==> config.mk <==
export PLATFORM = sky130hd
export DESIGN_NAME = iq_integrate_dump
export DESIGN_NICKNAME = d
export VERILOG_FILES = /design/src/rtl/iq_integrate_dump.sv
export SDC_FILE = /design/constraint.sdc
export NUM_CORES = 1
export LEC_CHECK = 0
export ABC_AREA = 1
export CAP_MARGIN = 20
export CORE_MARGIN = 10
export CORE_UTILIZATION = 50
export DETAILED_ROUTE_END_ITERATION = 6
export PLACE_DENSITY = 0.75
export SLEW_MARGIN = 20
export SYNTH_ARGS = -nofsm -noshare
export SYNTH_HDL_FRONTEND = slang
export SYNTH_SLANG_ARGS = --single-unit
==> constraint.sdc <==
create_clock -name clk -period 2.5 [get_ports clk]
set_input_delay 0.25 -clock clk [delete_from_list [all_inputs] [get_ports clk]]
set_output_delay 0.25 -clock clk [all_outputs]
set_load 0.01 [all_outputs]
==> src/rtl/iq_integrate_dump.sv <==
// Integrate-and-dump matched filter: sums SPS matched I/Q samples per symbol, dumps scaled/saturated symbol.
// Latency: symbol strobe one cycle after the SPS-th accepted sample; data outputs hold between dumps.
// Backpressure: none; unmatched valids drop the sample and set a sticky mismatch flag.
//
// Ports:
//   clk, rst                  rising-edge clock, synchronous active-high reset
//   I_tdata/I_tvalid          signed I sample stream
//   Q_tdata/Q_tvalid          signed Q sample stream
//   sym_align                 1-cycle pulse restarting the symbol boundary
//   I_sym_tdata/Q_sym_tdata   integrated, shifted and saturated symbol per rail
//   sym_tvalid                1-cycle strobe qualifying the symbol outputs
//   sym_bits                  {I_sym<0, Q_sym<0} hard decisions
//   sym_sat                   either rail clipped on this symbol
//   iq_mismatch               sticky: I_tvalid and Q_tvalid disagreed at some point
module iq_integrate_dump #(
   parameter int I_WIDTH   = 16,
   parameter int O_WIDTH   = 16,
   parameter int SPS       = 8,
   parameter int OUT_SHIFT = 3
) (
   input  logic               clk,
   input  logic               rst,
   input  logic [I_WIDTH-1:0] I_tdata,
   input  logic               I_tvalid,
   input  logic [I_WIDTH-1:0] Q_tdata,
   input  logic               Q_tvalid,
   input  logic               sym_align,
   output logic [O_WIDTH-1:0] I_sym_tdata,
   output logic [O_WIDTH-1:0] Q_sym_tdata,
   output logic               sym_tvalid,
   output logic [1:0]         sym_bits,
   output logic               sym_sat,
   output logic               iq_mismatch
);

   localparam int CNT_W = $clog2(SPS);
   localparam int ACC_W = I_WIDTH + CNT_W;
   // One bit wider than both the accumulator and the output so the clamp compares never wrap.
   localparam int SAT_W = ((ACC_W > O_WIDTH) ? ACC_W : O_WIDTH) + 1;

   localparam logic signed [SAT_W-1:0] SAT_MAX =
      {{(SAT_W-O_WIDTH+1){1'b0}}, {(O_WIDTH-1){1'b1}}};
   localparam logic signed [SAT_W-1:0] SAT_MIN = ~SAT_MAX;
   localparam logic [CNT_W-1:0] LAST_CNT = CNT_W'(SPS-1);

   typedef enum logic [0:0] {EMPTY = 1'b0, ACCUM = 1'b1} state_t;

   state_t                    state_q, state_d;
   logic        [CNT_W-1:0]   cnt_q, cnt_d;
   logic signed [ACC_W-1:0]   acc_i_q, acc_i_d;
   logic signed [ACC_W-1:0]   acc_q_q, acc_q_d;

   logic [O_WIDTH-1:0] i_sym_q, q_sym_q;
   logic               vld_q, sat_q, mism_q;
   logic [1:0]         bits_q;

   logic                    accept, mism;
   logic                    first, last, dump;
   logic signed [ACC_W-1:0] i_ext, q_ext, i_sum, q_sum;
   logic        [O_WIDTH:0] i_dump, q_dump;

   // Returns {clipped, value}: arithmetic shift then clamp to the output range.
   function automatic logic [O_WIDTH:0] scale_sat(input logic signed [ACC_W-1:0] sum);
      logic signed [ACC_W-1:0] sh;
      logic signed [SAT_W-1:0] ext;
      sh  = sum >>> OUT_SHIFT;
      ext = {{(SAT_W-ACC_W){sh[ACC_W-1]}}, sh};
      if (ext > SAT_MAX)      return {1'b1, SAT_MAX[O_WIDTH-1:0]};
      else if (ext < SAT_MIN) return {1'b1, SAT_MIN[O_WIDTH-1:0]};
      else                    return {1'b0, ext[O_WIDTH-1:0]};
   endfunction

   assign accept = I_tvalid & Q_tvalid;
   assign mism   = I_tvalid ^ Q_tvalid;

   // State register (with the datapath it sequences).
   always_ff @(posedge clk) begin
      if (rst) begin
         state_q <= EMPTY;
         cnt_q   <= '0;
         acc_i_q <= '0;
         acc_q_q <= '0;
      end else begin
         state_q <= state_d;
         cnt_q   <= cnt_d;
         acc_i_q <= acc_i_d;
         acc_q_q <= acc_q_d;
      end
   end

   // Next-state logic: align always restarts, and beats a would-be completing sample.
   always_comb begin
      state_d = state_q;
      if (sym_align) begin
         state_d = accept ? ACCUM : EMPTY;
      end else if (accept) begin
         case (state_q)
            EMPTY:   state_d = ACCUM;
            ACCUM:   state_d = (cnt_q == LAST_CNT) ? EMPTY : ACCUM;
            default: state_d = EMPTY;
         endcase
      end
   end

   // Datapath / output-decode logic.
   always_comb begin
      i_ext  = {{(ACC_W-I_WIDTH){I_tdata[I_WIDTH-1]}}, I_tdata};
      q_ext  = {{(ACC_W-I_WIDTH){Q_tdata[I_WIDTH-1]}}, Q_tdata};
      i_sum  = acc_i_q + i_ext;
      q_sum  = acc_q_q + q_ext;
      i_dump = scale_sat(i_sum);
      q_dump = scale_sat(q_sum);
      // A sample opens a new symbol when nothing is pending or the boundary is being restarted.
      first  = sym_align || (state_q == EMPTY);
      last   = (state_q == ACCUM) && (cnt_q == LAST_CNT);
      dump   = accept && !first && last;

      cnt_d   = cnt_q;
      acc_i_d = acc_i_q;
      acc_q_d = acc_q_q;
      if (accept) begin
         if (first) begin
            acc_i_d = i_ext;
            acc_q_d = q_ext;
            cnt_d   = CNT_W'(1);
         end else if (last) begin
            acc_i_d = '0;
            acc_q_d = '0;
            cnt_d   = '0;
         end else begin
            acc_i_d = i_sum;
            acc_q_d = q_sum;
            cnt_d   = cnt_q + CNT_W'(1);
         end
      end else if (sym_align) begin
         acc_i_d = '0;
         acc_q_d = '0;
         cnt_d   = '0;
      end
   end

   // Registered symbol outputs; data holds until the next dump.
   always_ff @(posedge clk) begin
      if (rst) begin
         i_sym_q <= '0;
         q_sym_q <= '0;
         vld_q   <= 1'b0;
         sat_q   <= 1'b0;
         bits_q  <= '0;
         mism_q  <= 1'b0;
      end else begin
         vld_q  <= dump;
         mism_q <= mism_q | mism;
         if (dump) begin
            i_sym_q <= i_dump[O_WIDTH-1:0];
            q_sym_q <= q_dump[O_WIDTH-1:0];
            sat_q   <= i_dump[O_WIDTH] | q_dump[O_WIDTH];
            bits_q  <= {i_dump[O_WIDTH-1], q_dump[O_WIDTH-1]};
         end
      end
   end

   assign I_sym_tdata = i_sym_q;
   assign Q_sym_tdata = q_sym_q;
   assign sym_tvalid  = vld_q;
   assign sym_sat     = sat_q;
   assign sym_bits    = bits_q;
   assign iq_mismatch = mism_q;

endmodule

* Yosys cells after proc, flatten, opt, wreduce, memory -nomap -nowiden
Index checks and enable logic that the tools add are counted.
** Word-level totals
- Word-level logic and storage cells :: 49
- Output and inout bits :: 37
- Input bits :: 37
- Register bits :: 79
** Cells by class
- Magnitude comparators :: 4
- Eq/ne operators :: 1
- Reductions and logical operators :: 6
- $add $sub $neg :: 3
- Muxes and demuxes :: 20
- Bitwise operators :: 5
** Operator list (number)
- $mux W19 :: 7
- $mux W17 :: 4
- $add A19 B16 Y19 :: 2
- $gt A16 B16 Y1 const B :: 2
- $lt A16 B16 Y1 const B :: 2
- $mux W3 :: 4
- $mux W1 :: 4
- $add A3 B1 Y3 const B :: 1
- $eq A3 B3 Y1 const B :: 1
- $logic_and A1 B1 Y1 :: 3
- $or A1 B1 Y1 :: 2
- $pmux W1 S2 :: 1
- $reduce_bool A2 Y1 :: 1
- $and A1 B1 Y1 :: 1
- $logic_not A1 Y1 :: 1
- $logic_or A1 B1 Y1 :: 1
- $not A1 Y1 :: 1
- $xor A1 B1 Y1 :: 1

* Logic depth before layout (Yosys ltp)
Gate-level depths: netlist (run 1).
- Depth after elaboration :: 5
- Gate-level depth with buffers :: 14
- Mapped depth without buffers :: 14

* Least setup slack after synthesis (run 1)
No wires, ideal clock.
- Path type :: reg2reg
- From :: register acc_q_q[0]
- To :: register acc_q_q[8]
- Clock period less this slack :: 1860 ps
- Stages on the path, launching flop included :: 12
- Data arrival time :: 1727 ps
- Path slack :: 640 ps
- Cell sequence :: dfxtp_1 -> ha_1 -> fa_1 -> nand3_1 -> nand3_1 -> nand2_1 -> nand2_1 -> or2_2 -> nand3_1 -> nand2_1 -> nand2_1 -> a21oi_1
** Between the ends
- Longest elaborated chain between the ends :: 4
** Ends and longest elaborated chain
- start, declared :: RTL line 51 : logic signed [ACC_W-1:0] acc_q_q, acc_q_d;
- start signal, assigned :: RTL line 87 : acc_q_q <= acc_q_d;
- $add A19 B16 Y19 :: RTL line 110 : q_sum = acc_q_q + q_ext;
- $mux W19 :: RTL line 126 : end else if (last) begin
- $mux W19 :: RTL line 122 : if (first) begin
- $mux W19 :: RTL line 121 : if (accept) begin
No other way between the ends.
A chain may end at the register's enable or synchronous reset.

* Worst setup path after layout (run 1)
- From :: register cnt_q[0]
- To :: register q_sym_q[8] (netlist: Q_sym_tdata[8])
** Between the ends
- Longest elaborated chain between the ends :: 3
** Ends and longest elaborated chain
- start, declared :: RTL line 49 : logic [CNT_W-1:0] cnt_q, cnt_d;
- start signal, assigned :: RTL line 85 : cnt_q <= cnt_d;
- $eq A3 B3 Y1 :: RTL line 115 : last = (state_q == ACCUM) && (cnt_q == LAST_CNT);
- $logic_and A1 B1 Y1 :: RTL line 115
- $logic_and A1 B1 Y1 :: RTL line 116 : dump = accept && !first && last;
- end signal, assigned :: RTL line 156 : q_sym_q <= q_dump[O_WIDTH-1:0];
- end, declared :: RTL line 53 : logic [O_WIDTH-1:0] i_sym_q, q_sym_q;
No other way between the ends.

==> results of run 1 <==
==> final cells by class <==
cell class	instances	share of cell area
clock inverter	6	0.01728
clock buffer	10	0.02159
inverter	73	0.04378
timing repair buffer	88	0.1343
sequential	77	0.2419
multi-input combinational	650	0.5145
tap	136	0.02670
==> cells in the final DEF, fill, tap and decap left out, types with 2 or more instances in the layout <==
| master | count |
|---|---|
| o21bai_1 | 4 |
| clkdlybuf4s50_1 | 73 |
| nor3_1 | 3 |
| inv_2 | 4 |
| xor2_1 | 5 |
| nor2_1 | 48 |
| fa_1 | 2 |
| and2_1 | 2 |
| inv_1 | 67 |
| a21oi_1 | 68 |
| nand4_1 | 3 |
| o21ai_0 | 24 |
| xnor2_1 | 9 |
| nand2_1 | 347 |
| a22o_1 | 5 |
| buf_4 | 14 |
| a32o_1 | 8 |
| nand3b_1 | 11 |
| ha_1 | 39 |
| dfxtp_1 | 77 |
| or2_2 | 2 |
| nand3_1 | 59 |
| bufinv_16 | 3 |
| clkinvlp_4 | 2 |
| nor2_2 | 3 |
| clkbuf_8 | 10 |
==> registers in the layout, indices dropped and copies added, names as in the netlist <==
signal / count
cnt_q: 3
acc_q_q: 19
iq_mismatch: 1
sym_bits: 1
acc_i_q: 19
sym_tvalid: 1
sym_sat: 1
Q_sym_tdata: 15
I_sym_tdata: 16
state_q: 1
==> cells in the mapped netlist, drive strengths merged (4+ instances only) <==
cell type	instances	area, sq um
a21oi	68	340.3
dfxtp	77	1541
buf	11	76.31
o21ai	24	120.1
nor2	53	225.2
o21bai	4	30.03
a22o	5	43.79
nand2	348	1309
clkbuf	15	56.30
nand3b	11	82.58
nand3	59	295.3
inv	71	266.5
ha	39	488.0
xor2	5	43.79
xnor2	9	78.83
a32o	8	80.08
==> per-layer routing <==
layer  vias to the layer above  routed length [microns]  track usage
met1                      2535                     6372       0.2271
li1                       2797                        -            -
met5                         -                        0            0
met4                         0                      468       0.1024
met3                        37                      873      0.04500
met2                       152                     7751       0.3772
==> where the power goes <==
group          total, mW  internal, mW  switching [mW]
Sequential          1.27          1.25          0.0169
Combinational      0.586         0.233           0.353
Clock               1.20         0.688           0.515
==> kinds of logic after synthesis <==
kind of cell,count (synthesis)
AND/OR/NAND/NOR,482
AO/OA/AOI/OAI,113
buffers and inverters,99
flip-flops,77
adder cells (fa/ha/maj),41
XOR/XNOR,14
==> worst max-delay path, cell delays in order, from the launching register on <==
cell	delay (ns)
dfxtp_1	0.34
ha_1	0.20
ha_1	0.23
inv_2	0.23
nor2_8	0.08
inv_2	0.07
or2_1	0.25
clkinv_4	0.25
a32o_1	0.33
==> metrics by stage <==
step	utilization	cells	setup slack [ns]	hold WS (ns)	cell area (sq um)
final	0.6202	1040	0.4131	0.4421	6374
after global routing	0.6202	1040	0.2650	0.4616	6374
after CTS	0.6202	1040	0.4218	0.4426	6374
after detailed placement	0.5961	1024	0.09786	0.4291	6126
after global placement	0.5961	1024	0.1543	0.4260	6126
after floorplan	-	826	0.6404	0.4491	5228
==> path summary, 6_finish.rpt <==
kind	to
worst max-delay path	Q_sym_tdata[8]
worst min-delay path	sym_sat
worst max register to register	Q_sym_tdata[8]
worst min register to register	sym_sat
==> flow_metrics.env, run 1 <==
export IMPL_synth_top_family_by_area="simple AND/OR/NAND/NOR gates"
export IMPL_cts_hold_buf=0
export IMPL_ys_types=36
export IMPL_grt_use_total=0.2090
export IMPL_wl_per_cell_microns=14.87
export IMPL_drive_gt1_frac=0.04867
export IMPL_syn_inst=826
export IMPL_num_rows=37
export IMPL_synth_edf_count=0
export IMPL_multi_input_area_sq_um=3279
export IMPL_antenna_cells=0
export IMPL_cap_viol_max_count=0
export IMPL_clock_path_buffers=2
export IMPL_synthArstFlopShare=0
export IMPL_critical_path_class="flop to flop"
export IMPL_min_path_type="flop to flop"
export IMPL_crit_fanout=22
export IMPL_fin_nets=977
export IMPL_syn_nets=904
export IMPL_reg2reg_depth=8
export IMPL_synth_xor_area_share=0.02346
export IMPL_remaining_drc_errors=0
export IMPL_cp_data_required_time_ns=2.77
export IMPL_core_area_sq_um=10280
export IMPL_gp_routability_congestion=0.9579
export IMPL_worstSkewPairLatency_ns=0.38
export IMPL_postCtsSetupBuffers=0
export IMPL_cts_clk_slew_worst_paths_ns=0.08
export IMPL_synth_area_sq_um=5228
export IMPL_initial_core_util=0.5086
export IMPL_grt_max_degree=42
export IMPL_drt_iter0_drc=359
export IMPL_ios=74
export IMPL_final_max_slew_viol_count=0
export IMPL_clockRootBuffer="clkbuf_8"
export IMPL_ir_worst_vdd_mv=0.2363
export IMPL_holdPathStages=2
export IMPL_cts_tree="built"
export IMPL_hold_viol=0
export IMPL_totalWireLength_microns=15470
export IMPL_yosys_area_share_simple=0.3782
export IMPL_htreeDepth=3
export IMPL_place_hpwl_microns=11460
export IMPL_p_per_area_nw_per_um2=480.0
export IMPL_r2r_slack_ns=0.41
export IMPL_setup_tns_ns=0
export IMPL_register_area_sq_um=1541
export IMPL_fill_cells=999
export IMPL_yosysWarnings=0
export IMPL_die_area_sq_um=14950
export IMPL_crit_start="cnt_q[0]"
export IMPL_final_antenna_net_count=0
export IMPL_worstPathArrival_ns=2.36
export IMPL_syn2layout_area_growth_pct=21.92
export IMPL_die_h_microns=122.3
export IMPL_total_power_mw=3.059
export IMPL_cts_buffers=9
export IMPL_cp_end_kind="flop"
export IMPL_fmax_mhz=479.2
export IMPL_worst_pin_slew_ns=0.4807
export IMPL_cts_resized=0
export IMPL_clock_skew_ns=0.005318
export IMPL_crit_path_start_kind="flop"
export IMPL_slew_headroom=0.6795
export IMPL_first_global_vias=5468
export IMPL_grt_pass1_wl_microns=25360
export IMPL_post_synth_fa_ha_maj_area_fraction=0.1010
export IMPL_via_per_inst=5.309
export IMPL_portBuffers=73
export IMPL_rsz0062_at_grt="false"
export IMPL_drt_pass1_iter_count=5
export IMPL_outcome="complete, no violations"
export IMPL_antenna_found_initial=0
export IMPL_cts_sinks=77
export IMPL_synth_seq_cells=77
export IMPL_hold_path_startpoint="sym_sat"
export IMPL_synthMuxAreaShare=0
export IMPL_synth_compound_area_share=0.1237
export IMPL_p_leak_nw=3.125
export IMPL_vias=5521
export IMPL_ys_seq_area_frac=0.2949
export IMPL_period_minus_slack_ns=2.087
export IMPL_overflow=0
export IMPL_setup_viol_count_final=0
export IMPL_syn_area_per_cell_sq_um=6.329
export IMPL_ys_flop_type="dfxtp_1"
export IMPL_die_w_microns=122.3
export IMPL_fin_crit_sh=0.8348
export IMPL_r2r_start="cnt_q[0]"
(Power assumes the default switching activity.)
==> run 2, diff against run 1 <==
--- a/config.mk
+++ b/config.mk
@@ -10,7 +10,7 @@
 export CORE_MARGIN = 10
 export CORE_UTILIZATION = 50
 export DETAILED_ROUTE_END_ITERATION = 6
-export PLACE_DENSITY = 0.75
+export PLACE_DENSITY = 0.78
 export SLEW_MARGIN = 20
 export SYNTH_ARGS = -nofsm -noshare
 export SYNTH_HDL_FRONTEND = slang
==> constraint.sdc (replaced) <==
create_clock -name clk -period 1.8 [get_ports clk]
set_input_delay 0.18 -clock clk [delete_from_list [all_inputs] [get_ports clk]]
set_output_delay 0.18 -clock clk [all_outputs]
set_load 0.01 [all_outputs]
==> run 2 against run 1 <==
Effect of this change:
- the run now ends with setup timing left
- setup slack worse by 0.48 ns
- final cell count is 8.4% higher
- first-iteration DRC count is 25% higher
- via count is 12% higher
- die area stayed put
- utilization is 15 points higher
- clock skew is 0.0033 ns higher
- register-to-register slack worse by 0.48 ns
- wire length is 19% higher
- clock-buffer cell count stayed put
- fmax is 12% higher
- clock power is 35% higher
- largest power group unchanged
==> flow_metrics.env, run 2 (synthesis results as in run 1) <==
export IMPL_cts_clk_slew_worst_paths_ns=0.09
export IMPL_slowest_delay_ns=0.34
export IMPL_setup_viol_count_final=9
export IMPL_initial_core_util=0.5086
export IMPL_die_h_microns=122.3
export IMPL_critical_path_class="flop to flop"
export IMPL_drt_pass1_iter_count=6
export IMPL_drive_gt1_frac=0.2785
export IMPL_portBuffers=73
export IMPL_period_minus_slack_ns=1.865
export IMPL_pwr_share_clk=0.351
export IMPL_min_path_type="input port to flop"
export IMPL_layout_common_cells="nand2_1 (304), buf_4 (96), inv_1 (66)"
export IMPL_fin_nets=1064
export IMPL_p_comb_frac=0.262
export IMPL_fmax_mhz=536.2
export IMPL_crit_path_start_kind="flop"
export IMPL_cts_hold_buf=0
export IMPL_final_common_cell="nand2_1"
export IMPL_remaining_drc_errors=0
export IMPL_worst_pin_slew_ns=0.4537
export IMPL_cp_data_required_time_ns=2.04
export IMPL_cts_buffers=9
export IMPL_first_global_vias=5882
export IMPL_die_w_microns=122.3
export IMPL_vias=6163
export IMPL_whs_ns=0.2407
export IMPL_grt_max_degree=36
export IMPL_cts_tree="built"
export IMPL_ir_worst_vdd_mv=0.5508
export IMPL_cap_viol_max_count=0
export IMPL_totalWireLength_microns=18370
export IMPL_rsz0062_at_grt="true"
export IMPL_multi_input_area_sq_um=4076
export IMPL_fin_util=0.7676
export IMPL_register_area_sq_um=1567
export IMPL_clock_path_buffers=2
export IMPL_wl_per_cell_microns=16.30
export IMPL_core_area_sq_um=10280
export IMPL_antenna_cells=0
export IMPL_fin_ws_ns=-0.06490
export IMPL_grt_use_total=0.2123
export IMPL_fin_cells=1127
export IMPL_p_leak_nw=3.724
export IMPL_violations="setup timing"
export IMPL_crit_fanout=4
export IMPL_power_switching_mw=1.369
export IMPL_num_rows=37
export IMPL_internal_power_mw=3.229
export IMPL_antenna_found_initial=0
export IMPL_clock_skew_ns=0.008602
export IMPL_clockRootBuffer="clkbuf_8"
export IMPL_power_switching_share=0.2978
export IMPL_die_area_sq_um=14950
export IMPL_path_cells="ha_4 > nand2_1 > nand2_1 > nand2_1 > nand2_2 > inv_1 > buf_4 > nand2_1 > nand2_1 > nand3_1 > nand2_1 > nand2_1 > a21oi_2"
export IMPL_htreeDepth=3
export IMPL_slew_headroom=0.6975
export IMPL_gp_routability_congestion=0.9306
export IMPL_via_per_inst=5.469
export IMPL_crit_family="simple AND/OR/NAND/NOR gates"
export IMPL_p_per_area_nw_per_um2=582.9
export IMPL_total_power_mw=4.599
export IMPL_worstPathArrival_ns=2.10
export IMPL_final_max_slew_viol_count=0
export IMPL_outcome="complete, but fails checks"
export IMPL_drt_iter0_drc=447
export IMPL_cpMostUsedCell="nand2_1"
export IMPL_dp_slack_ns=-0.4756
export IMPL_ios=74
export IMPL_fin_crit_sh=1.036
export IMPL_critPathSlowestCell="dfxtp_2"
export IMPL_syn2layout_area_growth_pct=50.91
export IMPL_grt_pass1_wl_microns=26190
export IMPL_hold_viol=0
export IMPL_cp_num_buf_inv=2
export IMPL_place_hpwl_microns=11670
export IMPL_worstSkewPairLatency_ns=0.37
export IMPL_p_seq_frac=0.387
export IMPL_final_antenna_net_count=0
export IMPL_fill_cells=742
export IMPL_cp_end_kind="flop"
export IMPL_cts_sinks=77
export IMPL_place_inst=1106
export IMPL_overflow=0
[run 2: power by group through the flow]
stage / registers, mW / logic [mW] / clock network [mW]
floorplan: 1.80 / 0.537 / 0
global placement: 1.80 / 0.936 / 0
detailed placement: 1.80 / 0.950 / 0
CTS: 1.76 / 0.969 / 1.62
global route: 1.78 / 1.31 / 1.69
finish: 1.78 / 1.20 / 1.62
[run 2: area by class of cell]
class / instances / share of cell area
multi-input cells: 650 / 0.5167
inverters: 73 / 0.03537
repair inverters: 1 / 0.0006344
clock inverters: 6 / 0.01412
well taps: 136 / 0.02157
flip-flops and latches: 77 / 0.1986
repair buffers: 174 / 0.1968
clock buffers: 10 / 0.01618
[run 2: through the flow]
step | setup TNS [ns] | cell area, sq um
global placement | -18.08 | 6756
floorplan | 0 | 5230
finish | -0.2725 | 7889
CTS | 0 | 7051
detailed placement | -20.14 | 6756
global route | -2.569 | 7889
[run 2: final timing paths]
path                                  from         end  slack [ns]  depth (start not counted)
worst min-delay path            I_tdata[3]  acc_i_q[3]        0.24                          5
worst max-delay path            acc_i_q[6]  acc_i_q[9]       -0.06                         13
worst min register to register     sym_sat     sym_sat        0.45                          2
worst max register to register  acc_i_q[6]  acc_i_q[9]       -0.06                         13
[run 2: metal layers]
| metal | track usage | vias up | part of all wire |
|---|---|---|---|
| li1 | - | 2986 | - |
| met1 | 0.2267 | 2858 | 0.38 |
| met2 | 0.3991 | 252 | 0.52 |
| met3 | 0.04500 | 67 | 0.062 |
| met4 | 0.08100 | 0 | 0.042 |
| met5 | 0 | - | 0 |
[run 2: worst min-delay path, delay by kind of cell]
| family | cells | cell delay [ns] |
|---|---|---|
| buffers and inverters | 1 | 0.16 |
| AO/OA/AOI/OAI | 2 | 0.10 |
| AND/OR/NAND/NOR | 2 | 0.13 |
[run 2: what timing repair did]
item	in CTS	in global routing
pin swaps	5	36
hold endpoints to repair	0	0
gates cloned	0	1
resized for setup	17	173
setup buffers	0	5
setup endpoints to repair	31	62
